--- src/rtl/exp_diff_serial.sv ---
// Bit-serial |a - b| with borrow/equality flags, LSB first, one op in flight.
// Feeds the FP add/sub alignment path with the exponent difference and the larger side.
module exp_diff_serial #(
  parameter int WIDTH = 8
) (
  input  logic             clk,
  input  logic             rst_n,
  input  logic             in_valid,
  output logic             in_ready,
  input  logic [WIDTH-1:0] a,
  input  logic [WIDTH-1:0] b,
  output logic             out_valid,
  input  logic             out_ready,
  output logic [WIDTH-1:0] diff,
  output logic             a_lt_b,
  output logic             zero
);

  localparam logic [1:0] IDLE = 2'd0;
  localparam logic [1:0] SUB  = 2'd1;
  localparam logic [1:0] NEG  = 2'd2;
  localparam logic [1:0] DONE = 2'd3;

  localparam int CW = $clog2(WIDTH + 1);
  localparam logic [CW-1:0] CNT_LAST = CW'(WIDTH - 1);
  localparam logic [CW-1:0] CNT_END  = CW'(WIDTH);

  logic [1:0]       state;
  logic [WIDTH-1:0] a_sh, b_sh, r;
  logic             brw;
  logic [CW-1:0]    cnt;

  logic             x, y, sub_bit, sub_brw, neg_bit, neg_cry;
  logic [WIDTH-1:0] r_sub, r_neg;

  // brw doubles as the +1 carry while negating
  always_comb begin
    x       = a_sh[0];
    y       = b_sh[0];
    sub_bit = x ^ y ^ brw;
    sub_brw = (~x & y) | (~(x ^ y) & brw);
    neg_bit = ~r[0] ^ brw;
    neg_cry = ~r[0] & brw;
    r_sub   = {sub_bit, r[WIDTH-1:1]};
    r_neg   = {neg_bit, r[WIDTH-1:1]};
  end

  assign in_ready  = (state == IDLE);
  assign out_valid = (state == DONE);

  always_ff @(posedge clk or negedge rst_n) begin
    if (!rst_n) begin
      state  <= IDLE;
      a_sh   <= '0;
      b_sh   <= '0;
      r      <= '0;
      brw    <= 1'b0;
      cnt    <= '0;
      diff   <= '0;
      a_lt_b <= 1'b0;
      zero   <= 1'b0;
    end else begin
      case (state)
        IDLE: if (in_valid) begin
          a_sh  <= a;
          b_sh  <= b;
          brw   <= 1'b0;
          cnt   <= '0;
          state <= SUB;
        end
        SUB: begin
          // one extra cycle after the last bit to resolve the final borrow
          if (cnt == CNT_END) begin
            a_lt_b <= brw;
            cnt    <= '0;
            if (brw) begin
              brw   <= 1'b1;
              state <= NEG;
            end else begin
              diff  <= r;
              zero  <= (r == '0);
              state <= DONE;
            end
          end else begin
            r    <= r_sub;
            a_sh <= a_sh >> 1;
            b_sh <= b_sh >> 1;
            brw  <= sub_brw;
            cnt  <= cnt + CW'(1);
          end
        end
        NEG: begin
          r   <= r_neg;
          brw <= neg_cry;
          cnt <= cnt + CW'(1);
          if (cnt == CNT_LAST) begin
            diff  <= r_neg;
            zero  <= (r_neg == '0);
            state <= DONE;
          end
        end
        default: if (out_ready) state <= IDLE;
      endcase
    end
  end

endmodule
--- config.mk ---
export PLATFORM = sky130hd
export DESIGN_NAME = exp_diff_serial
export DESIGN_NICKNAME = d
export VERILOG_FILES = /design/src/rtl/exp_diff_serial.sv
export SDC_FILE = /design/constraint.sdc
export NUM_CORES = 1
export LEC_CHECK = 0
export CAP_MARGIN = 25
export CORE_ASPECT_RATIO = 2
export CORE_MARGIN = 2
export CORE_UTILIZATION = 25
export CTS_BUF_LIST = sky130_fd_sc_hd__clkbuf_16
export DETAILED_ROUTE_END_ITERATION = 6
export PLACE_DENSITY = 0.41
export SETUP_SLACK_MARGIN = 0.3
export SLEW_MARGIN = 20
export SYNTH_ARGS = -nofsm -noshare
export SYNTH_HDL_FRONTEND = slang
export SYNTH_SLANG_ARGS = --single-unit
--- constraint.sdc ---
create_clock -name clk -period 2.1 [get_ports clk]
set_input_delay 0.315 -clock clk [delete_from_list [all_inputs] [get_ports clk]]
set_output_delay 0.315 -clock clk [all_outputs]
set_load 0.005 [all_outputs]
# After elaboration in Yosys (flattened, before gate mapping)
# Index checks and enable logic that the tools add are counted.
# word_totals
ff_bits,41
input_bits,20
output_inout_bits,12
wordCells,72
# classes
addsub,1
n_eq_ne,10
mux,29
n_bitwise,10
reduce_logical,13
# ops
operator,n
$mux W8,8
$pmux W8 S2,4
$logic_not A8 Y1,2
$pmux W4 S3,1
$ne A2 B2 Y1 const B,5
$mux W2,4
$mux W4,2
$reduce_and A4 Y1,2
$mux W1,7
$pmux W2 S3,1
$reduce_and A2 Y1,3
$add A4 B1 Y4 const B,1
$eq A2 B2 Y1 const B,2
$eq A4 B3 Y1 const B,1
$eq A4 B4 Y1 const B,1
$reduce_bool A2 Y1,2
$reduce_bool A4 Y1,1
$and A1 B1 Y1,3
$not A1 Y1,3
$pmux W1 S3,1
$reduce_and A3 Y1,1
$reduce_bool A3 Y1,1
$xor A1 B1 Y1,3
$eq A2 B1 Y1 const B,1
other kinds (3),3

# Longest topological paths before layout
# Gate-level depths: netlist of the first run.
# depth
word_depth,6
mapped_depth,8
depth_no_buf,6

# Least setup slack after synthesis of the first run
# OpenSTA, ideal clock, no wires.
# synth_path
path_type,register -> register
start,reg state[1]
end,reg diff[0]
setup_time_ns,0.125
arrival_time_ns,1.669
t_required_ns,1.975
setup_slack_ns,0.306
path_stages_with_launch,7
path_buffers,0
period_less_slack_ns,1.794
cell_sequence,dfrtp_1 -> inv_1 -> ha_1 -> nand2b_1 -> o32a_1 -> a21oi_4 -> mux2_2
# synth_via
elab_chain_len,3
word_cells_on_any_way,8
cone_classes,eq/ne: 5; mux: 1; reduce/logical: 2
# synth_lines
item,line,rtl
from (decl),28,logic [1:0] state;
from (signal assigned),53,state <= IDLE;
from (signal assigned),69,state <= SUB;
from (signal assigned),78,state <= NEG;
$eq A2 B2 Y1 or $eq A2 B1 Y1 (tied branches),63,case (state)
$ne A2 B2 Y1 (no source line) or $reduce_bool A2 Y1 (tied branches),-,
$reduce_and A4 Y1 (no source line),-,
to (signal assigned),80,diff <= r;
to (signal assigned),97,diff <= r_neg;
to (decl),14,"output logic [WIDTH-1:0] diff,"
# Parallel ways exist; a longest one is shown, timed or not.
# A chain may end at the register's enable or synchronous reset.

# Worst setup path after layout of the first run
# layout_path
start,reg cnt[1]
end,reg diff[3]
# layout_via
elab_chain_len,3
word_cells_on_any_way,5
cone_classes,eq/ne: 4; reduce/logical: 1
# layout_lines
item,line,rtl
from (decl),31,logic [CW-1:0] cnt;
from (signal assigned),89,cnt <= cnt + CW'(1);
from (signal assigned),95,cnt <= cnt + CW'(1);
$eq A4 B3 Y1 or $eq A4 B4 Y1 (tied branches),"96, 73",
$ne A2 B2 Y1 (no source line),-,
$reduce_and A4 Y1 (no source line) (*),-,
# Mark *: on every way between the ends. The rest lies on a longest branch, timed or not.

==> flow_summary_export.csv, run 1 <==
group,metric,value,unit
synth,synthDominantCellAreaShare,49.10,%
detailed_routing,met3_length,184,µm
placed_design,globalplace.congestion,0.7238,
sta,fin_crit_sh,85.94,%
sta,hold_violations,0,
clock_tree,clk_pin_slew,60,ps
cells_and_area,syn_to_final_growth,38.98,%
detailed_routing,m1WireLength,1899,µm
sta,setup_slack,295.3,ps
pwr,finalPower,4.798,mW
worst_setup_path,cpPeakStageDelay,410,ps
detailed_routing,routed_wl,4996,µm
worst_setup_path,cp-start-kind,"flop",
floorplanning,coreArea,0.008174,mm²
worst_setup_path,arrival,1970,ps
placed_design,dp_hpwl,3219,µm
sta,clock_skew,6.422,ps
sta,timing.fmax,0.5541,GHz
floorplanning,die_h,133.3,µm
cells_and_area,layout_common_cells,"40 x dfrtp_1, 28 x clkdlybuf4s50_1, 23 x mux2_2",
synth,synth_area_leaders,"dfrtp_1 49%, mux2_2 12%, mux2i_1 6.7%",
worst_hold_path,hp-class,"input pin to async pin",
worst_setup_path,crit_type,"flop to flop",
grt,grt_use_total,12.25,%
synth,syn_avg_cell_area,10.83,µm²
sta,tns,0,ps
synth,synthCells,193,
clock_tree,cts_buffers,5,
synth,yosys.cell_types.count,31,
worst_setup_path,ff2ff_setup_slack,300,ps
detailed_routing,avgRoutedWirePerCell,14.52,µm
pwr,p_per_area,1652,mW/mm²
synth,synthFlopType,"dfrtp_1",
synth,ys_warn_count,0,
synth,synth_largest_area_cell,"dfrtp_1",
synth,syn_area,0.002090,mm²
floorplanning,ioPinCount,32,
sta,period_needed,1805,ps
grt,overflow,0,
worst_setup_path,end_kind,"flop",
worst_setup_path,ff2ff_path_depth,7,
floorplanning,die-area,0.009150,mm²
cells_and_area,layout.nets,274,
detailed_routing,first_pass_iters,4,
synth,ys_seq_area_share,49.10,%
clock_tree,cts-root-buf,"clkbuf_16",
worst_setup_path,worstPathRequired,2270,ps
pwr,irDropWorstVdd,0.7861,mV
clock_tree,cts_sinks,41,
placed_design,dpl_worst_slack,125.7,ps
worst_setup_path,crit_path_max_fanout,9,
worst_setup_path,slowest_stage,"dfrtp_1",
detailed_routing,routed-wl-met2,2811,µm
detailed_routing,routed-via-count,1589,
floorplanning,die_w,68.65,µm
pwr,p_leak,1.230,nW
clock_tree,clk_latency,290,ps
detailed_routing,first_iter_violations,33,
cells_and_area,n_antenna_cell,0,
run_status,status,"complete, no violations",
grt,grt_pass1_vias,1618,
run,drv_cap,0,
worst_setup_path,r2r-end,"diff[3]$_DFFE_PN0P_",
synth,synthesis.nets,222,
cells_and_area,nFillCells,828,
grt,grt_max_degree,42,
detailed_routing,antenna_left,0,
detailed_routing,routed_via_density,4.619,
floorplanning,start_util,25.56,%
sta,worstMarginPinSlew,548.8,ps
cells_and_area,layout-drive-gt1-share,32.11,%
grt,antenna_found_initial,0,
clock_tree,cts_hold_buffers,0,
sta,rsz0062_at_grt,"yes",
clock_tree,clockBufferDepth,2,
worst_setup_path,r2r_start,"cnt[1]$_DFFE_PN0P_",
detailed_routing,drc,0,
synth,async_reset_ff_share,100.0,%
cells_and_area,final_common_cell,"dfrtp_1",
clock_tree,cts_tree,"done",
floorplanning,row_count,47,
placed_design,io_buffers,31,
sta,setup_viol,0,
grt,grt_pass1_wl,8176,µm
sta,slew_viol_final,0,
worst_setup_path,path_cells,"inv_2, ha_4, nand2_1, o32a_1, a21oi_4, buf_12, mux2_2",
synth,synth_edf_count,0,
clock_tree,htree_levels,2,
sta,slew_headroom,63.41,%
detailed_routing,top_layer_used,"met4",
synth,synth_seq_cells,41,
[synth_stat cells, drive strengths merged (2+ instances only)]
cell type,instances
nand2,13
buf,8
nor4,4
nand3,3
nand2b,2
o21ai,10
mux2,23
ha,8
nor2,20
inv,11
dfrtp,41
a21oi,18
nand3b,3
nor3,2
mux2i,14
[power by group]
part | switching, mW | leakage [nW] | total (mW) | internal, mW
clock | 0.313 | 0.0776 | 0.741 | 0.428
sequential | 0.274 | 0.490 | 1.44 | 1.17
combinational | 1.22 | 0.663 | 2.61 | 1.39
total | 1.81 | 1.23 | 4.80 | 2.99
[sequential cells by signal (all words and copies together) (netlist names)]
name and flops:
cnt 4, zero 1, state 2, diff 8, a_sh 8, a_lt_b 1, b_sh 8, brw 1
r 8
[critical path, delay by kind of cell, from the launching register on]
kind	cells	cell delay [ps]
compound gates	2	510
simple gates	1	60
buf+inv	2	230
fa+ha+maj	1	150
flops	1	410
mux	1	330
[layout make-up]
type / count / area, µm² / share of cell area [%]
Clock inverter: 3 / 11.26 / 0.3878
Timing Repair Buffer: 53 / 499.2 / 17.19
Sequential cell: 41 / 1027 / 35.37
Inverter: 11 / 41.29 / 1.422
Tap cell: 98 / 122.6 / 4.222
Multi-Input combinational cell: 133 / 1077 / 37.10
Clock buffer: 5 / 125.1 / 4.308
[cells by family after synthesis]
logic type	Yosys count	share of synthesized area, %
compound gates	33	9.282
buf+inv	19	4.012
simple gates	54	12.75
mux	37	19.10
fa+ha+maj	9	5.749
flops	41	49.10
[metrics by stage]
step | cell area [µm²] | util [%] | cells | hold slack, ps
6_report | 2904 | 35.53 | 344 | 89.79
5_1_grt | 2904 | 35.53 | 344 | 157.9
4_1_cts | 2766 | 33.84 | 337 | 125.4
3_5_place_dp | 2535 | 31.01 | 322 | 432.4
3_3_place_gp | 2535 | 31.01 | 322 | 430.5
2_1_floorplan | 2090 | - | 193 | 19.41
[how the worst max path moves through the flow]
stage                                    start                  end  slack, ps  depth (start not counted)
after CTS                 state[1]$_DFFE_PN0P_  diff[3]$_DFFE_PN0P_        250                          7
after floorplan           state[1]$_DFFE_PN0P_  diff[0]$_DFFE_PN0P_        310                          6
after global placement      cnt[0]$_DFFE_PN0P_  diff[0]$_DFFE_PN0P_        130                          6
after global routing      state[0]$_DFFE_PN0P_  b_sh[7]$_DFFE_PN0P_        230                          7
final                       cnt[1]$_DFFE_PN0P_  diff[3]$_DFFE_PN0P_        300                          7
after detailed placement    cnt[0]$_DFFE_PN0P_  diff[3]$_DFFE_PN0P_        130                          6
[layer usage]
metal / global-route usage (%) / vias to the layer above
met3: 2.872 / 6
met5: 0 / -
met2: 22.01 / 29
met1: 12.96 / 779
li1: - / 775
met4: 5.000 / 0
[repair_timing]
item	CTS	global route
cloned	3	0
gates resized for setup	16	25
pin swaps	5	6
setup buffers	4	7
setup endpoints to repair	35	33
Note: power is estimated with default switching activity, not from simulation.
==> run 2, diff against run 1 <==
--- a/config.mk
+++ b/config.mk
@@ -5,7 +5,7 @@
 export SDC_FILE = /design/constraint.sdc
 export NUM_CORES = 1
 export LEC_CHECK = 0
-export CAP_MARGIN = 25
+export CAP_MARGIN = 20
 export CORE_ASPECT_RATIO = 2
 export CORE_MARGIN = 2
 export CORE_UTILIZATION = 25
==> results of run 2 <==
Same layout as run 1: the final DEF is identical, and so are final timing and power.
==> run 3, diff against run 2 <==
--- a/config.mk
+++ b/config.mk
@@ -8,10 +8,10 @@
 export CAP_MARGIN = 20
 export CORE_ASPECT_RATIO = 2
 export CORE_MARGIN = 2
-export CORE_UTILIZATION = 25
+export CORE_UTILIZATION = 51
 export CTS_BUF_LIST = sky130_fd_sc_hd__clkbuf_16
 export DETAILED_ROUTE_END_ITERATION = 6
-export PLACE_DENSITY = 0.41
+export PLACE_DENSITY = 0.74
 export SETUP_SLACK_MARGIN = 0.3
 export SLEW_MARGIN = 20
 export SYNTH_ARGS = -nofsm -noshare
==> run 3 against run 2 <==
  * Clock power increased by 30%
  * Sequential share of layout area decreased by 2.7 points
  * Critical path type unchanged
  * Largest power group unchanged
  * Worst hold slack improved by 1.8 ps
  * Worst setup slack got worse by 71 ps
  * Routed wire length decreased by 4.0%
  * Global-route usage increased by 8.6 points
  * Register-to-register slack got worse by 70 ps
==> flow_summary_export.csv, run 3 (synthesis results as in run 1) <==
group,metric,value,unit
grt,antenna_found_initial,0,
sta,fin_crit_sh,89.31,%
clock_tree,clk_latency,280,ps
run_status,status,"complete, no violations",
detailed_routing,first_pass_iters,4,
worst_setup_path,crit_path_max_fanout,4,
cells_and_area,final_common_cell,"dfrtp_1",
pwr,p_per_area,1832,mW/mm²
worst_hold_path,hp-class,"input pin to async pin",
pwr,p_leak,1.316,nW
placed_design,globalplace.congestion,0.8070,
clock_tree,clk_pin_slew,60,ps
cells_and_area,syn_to_final_growth,50.42,%
worst_setup_path,r2r-end,"diff[1]$_DFFE_PN0P_",
pwr,irDropWorstVdd,1.317,mV
worst_setup_path,ff2ff_path_depth,8,
worst_setup_path,r2r_start,"cnt[0]$_DFFE_PN0P_",
detailed_routing,first_iter_violations,29,
worst_setup_path,arrival,2040,ps
worst_setup_path,critPathBufInv,3,
clock_tree,cts_tree,"done",
worst_setup_path,crit_type,"flop to flop",
detailed_routing,routed_via_density,5.463,
cells_and_area,layout_common_cells,"40 x dfrtp_1, 29 x clkdlybuf4s50_1, 14 x mux2i_1, 14 x a21oi_2, 14 x mux2_2",
worst_setup_path,slowest_stage,"dfrtp_1",
worst_setup_path,cpPeakStageDelay,390,ps
grt,grt_max_degree,42,
floorplanning,coreArea,0.004005,mm²
grt,grt_pass1_vias,1663,
floorplanning,die-area,0.004656,mm²
clock_tree,cts_sinks,41,
detailed_routing,antenna_left,0,
clock_tree,cts-root-buf,"clkbuf_16",
worst_setup_path,path_delay_family,"compound AO/OA/AOI/OAI gates",
sta,tns,0,ps
grt,grt_pass1_wl,7576,µm
sta,worstMarginPinSlew,511.9,ps
placed_design,dpl_cell_area,0.002489,mm²
sta,slew_viol_final,0,
cells_and_area,layout-drive-gt1-share,41.46,%
clock_tree,clockBufferDepth,2,
sta,timing.fmax,0.5332,GHz
detailed_routing,routed_wl,4796,µm
grt,overflow,0,
worst_setup_path,ff2ff_setup_slack,220,ps
clock_tree,htree_levels,2,
cells_and_area,design_area,0.003143,mm²
floorplanning,row_count,33,
run,drv_cap,0,
worst_setup_path,path_cells,"inv_2, ha_4, nand2_2, o32a_1, a21oi_4, buf_6, buf_16, mux2_4",
sta,rsz0062_at_grt,"yes",
clock_tree,cts_buffers,5,
cells_and_area,layout.nets,274,
sta,period_needed,1876,ps
sta,hold_violations,0,
placed_design,io_buffers,31,
detailed_routing,drc,0,
cells_and_area,n_antenna_cell,0,
placed_design,dp_hpwl,2646,µm
floorplanning,die_w,49.26,µm
sta,clock_skew,3.356,ps
sta,setup_viol,0,
floorplanning,ioPinCount,32,
worst_setup_path,cp-start-kind,"flop",
grt,grt_use_total,20.90,%
worst_setup_path,worstPathRequired,2260,ps
floorplanning,die_h,94.52,µm
detailed_routing,avgRoutedWirePerCell,16.09,µm
detailed_routing,routed-via-count,1628,
floorplanning,start_util,52.17,%
sta,slew_headroom,65.88,%
worst_setup_path,end_kind,"flop",
-- run 3: changes by cell type in the layout (fill, tap and decap cells not counted), moves of 3 or more --
cell,delta
a21oi_2,+10
mux2_4,+9
buf_4,-5
nor2_4,+7
a21oi_1,-10
mux2_2,-9
nor2_1,-8
inv_1,-3
-- run 3: area by class of cell --
cell class | count | area (µm²)
timing repair buffer | 53 | 586.8
tap | 52 | 65.06
fill | 248 | 862.1
inverter | 11 | 43.79
clock inverter | 3 | 65.06
multi-input combinational | 133 | 1230
clock buffer | 5 | 125.1
sequential | 41 | 1027
-- run 3: metrics by stage --
step	hold slack, ps	utilization [%]	setup WS, ps	total power [mW]	std cells
4_1_cts	109.6	73.01	281.5	5.183	293
6_report	91.62	78.48	224.4	5.758	298
3_5_place_dp	405.6	62.14	147.0	3.553	275
3_3_place_gp	405.7	62.14	223.4	3.472	275
2_1_floorplan	19.41	-	306.3	2.880	193
5_1_grt	137.7	78.48	195.2	6.122	298
-- run 3: how the worst max path moves through the flow --
stage / from / end / slack [ps] / cells past startpoint
after floorplan: state[1]$_DFFE_PN0P_ / diff[0]$_DFFE_PN0P_ / 310 / 6
after global placement: cnt[0]$_DFFE_PN0P_ / diff[4]$_DFFE_PN0P_ / 220 / 6
after detailed placement: state[1]$_DFFE_PN0P_ / r[2]$_DFFE_PN0P_ / 150 / 6
after CTS: state[1]$_DFFE_PN0P_ / zero$_DFFE_PN0P_ / 280 / 8
after global routing: cnt[0]$_DFFE_PN0P_ / diff[1]$_DFFE_PN0P_ / 200 / 8
final: cnt[0]$_DFFE_PN0P_ / diff[1]$_DFFE_PN0P_ / 220 / 8
-- run 3: power breakdown --
part           switching (mW)  internal, mW  total [mW]
Combinational            1.45          1.85        3.30
Clock                   0.288         0.678       0.966
Sequential              0.316          1.17        1.49
-- run 3: what timing repair did --
item	4_1_cts	5_1_grt
gates resized for setup	36	46
cloned	2	1
setup buffers	8	4
pin swaps	2	6
endpoints found under the setup margin	35	31
hold buffers	0	0
-- run 3: metal layers --
layer  up-vias  routed length [µm]  GRT usage [%]
li1        775                   -              -
met3         4                 120          3.481
met4         0                  35          6.905
met2        39                2661          36.82
met5         -                   0              0
met1       810                1978          25.63
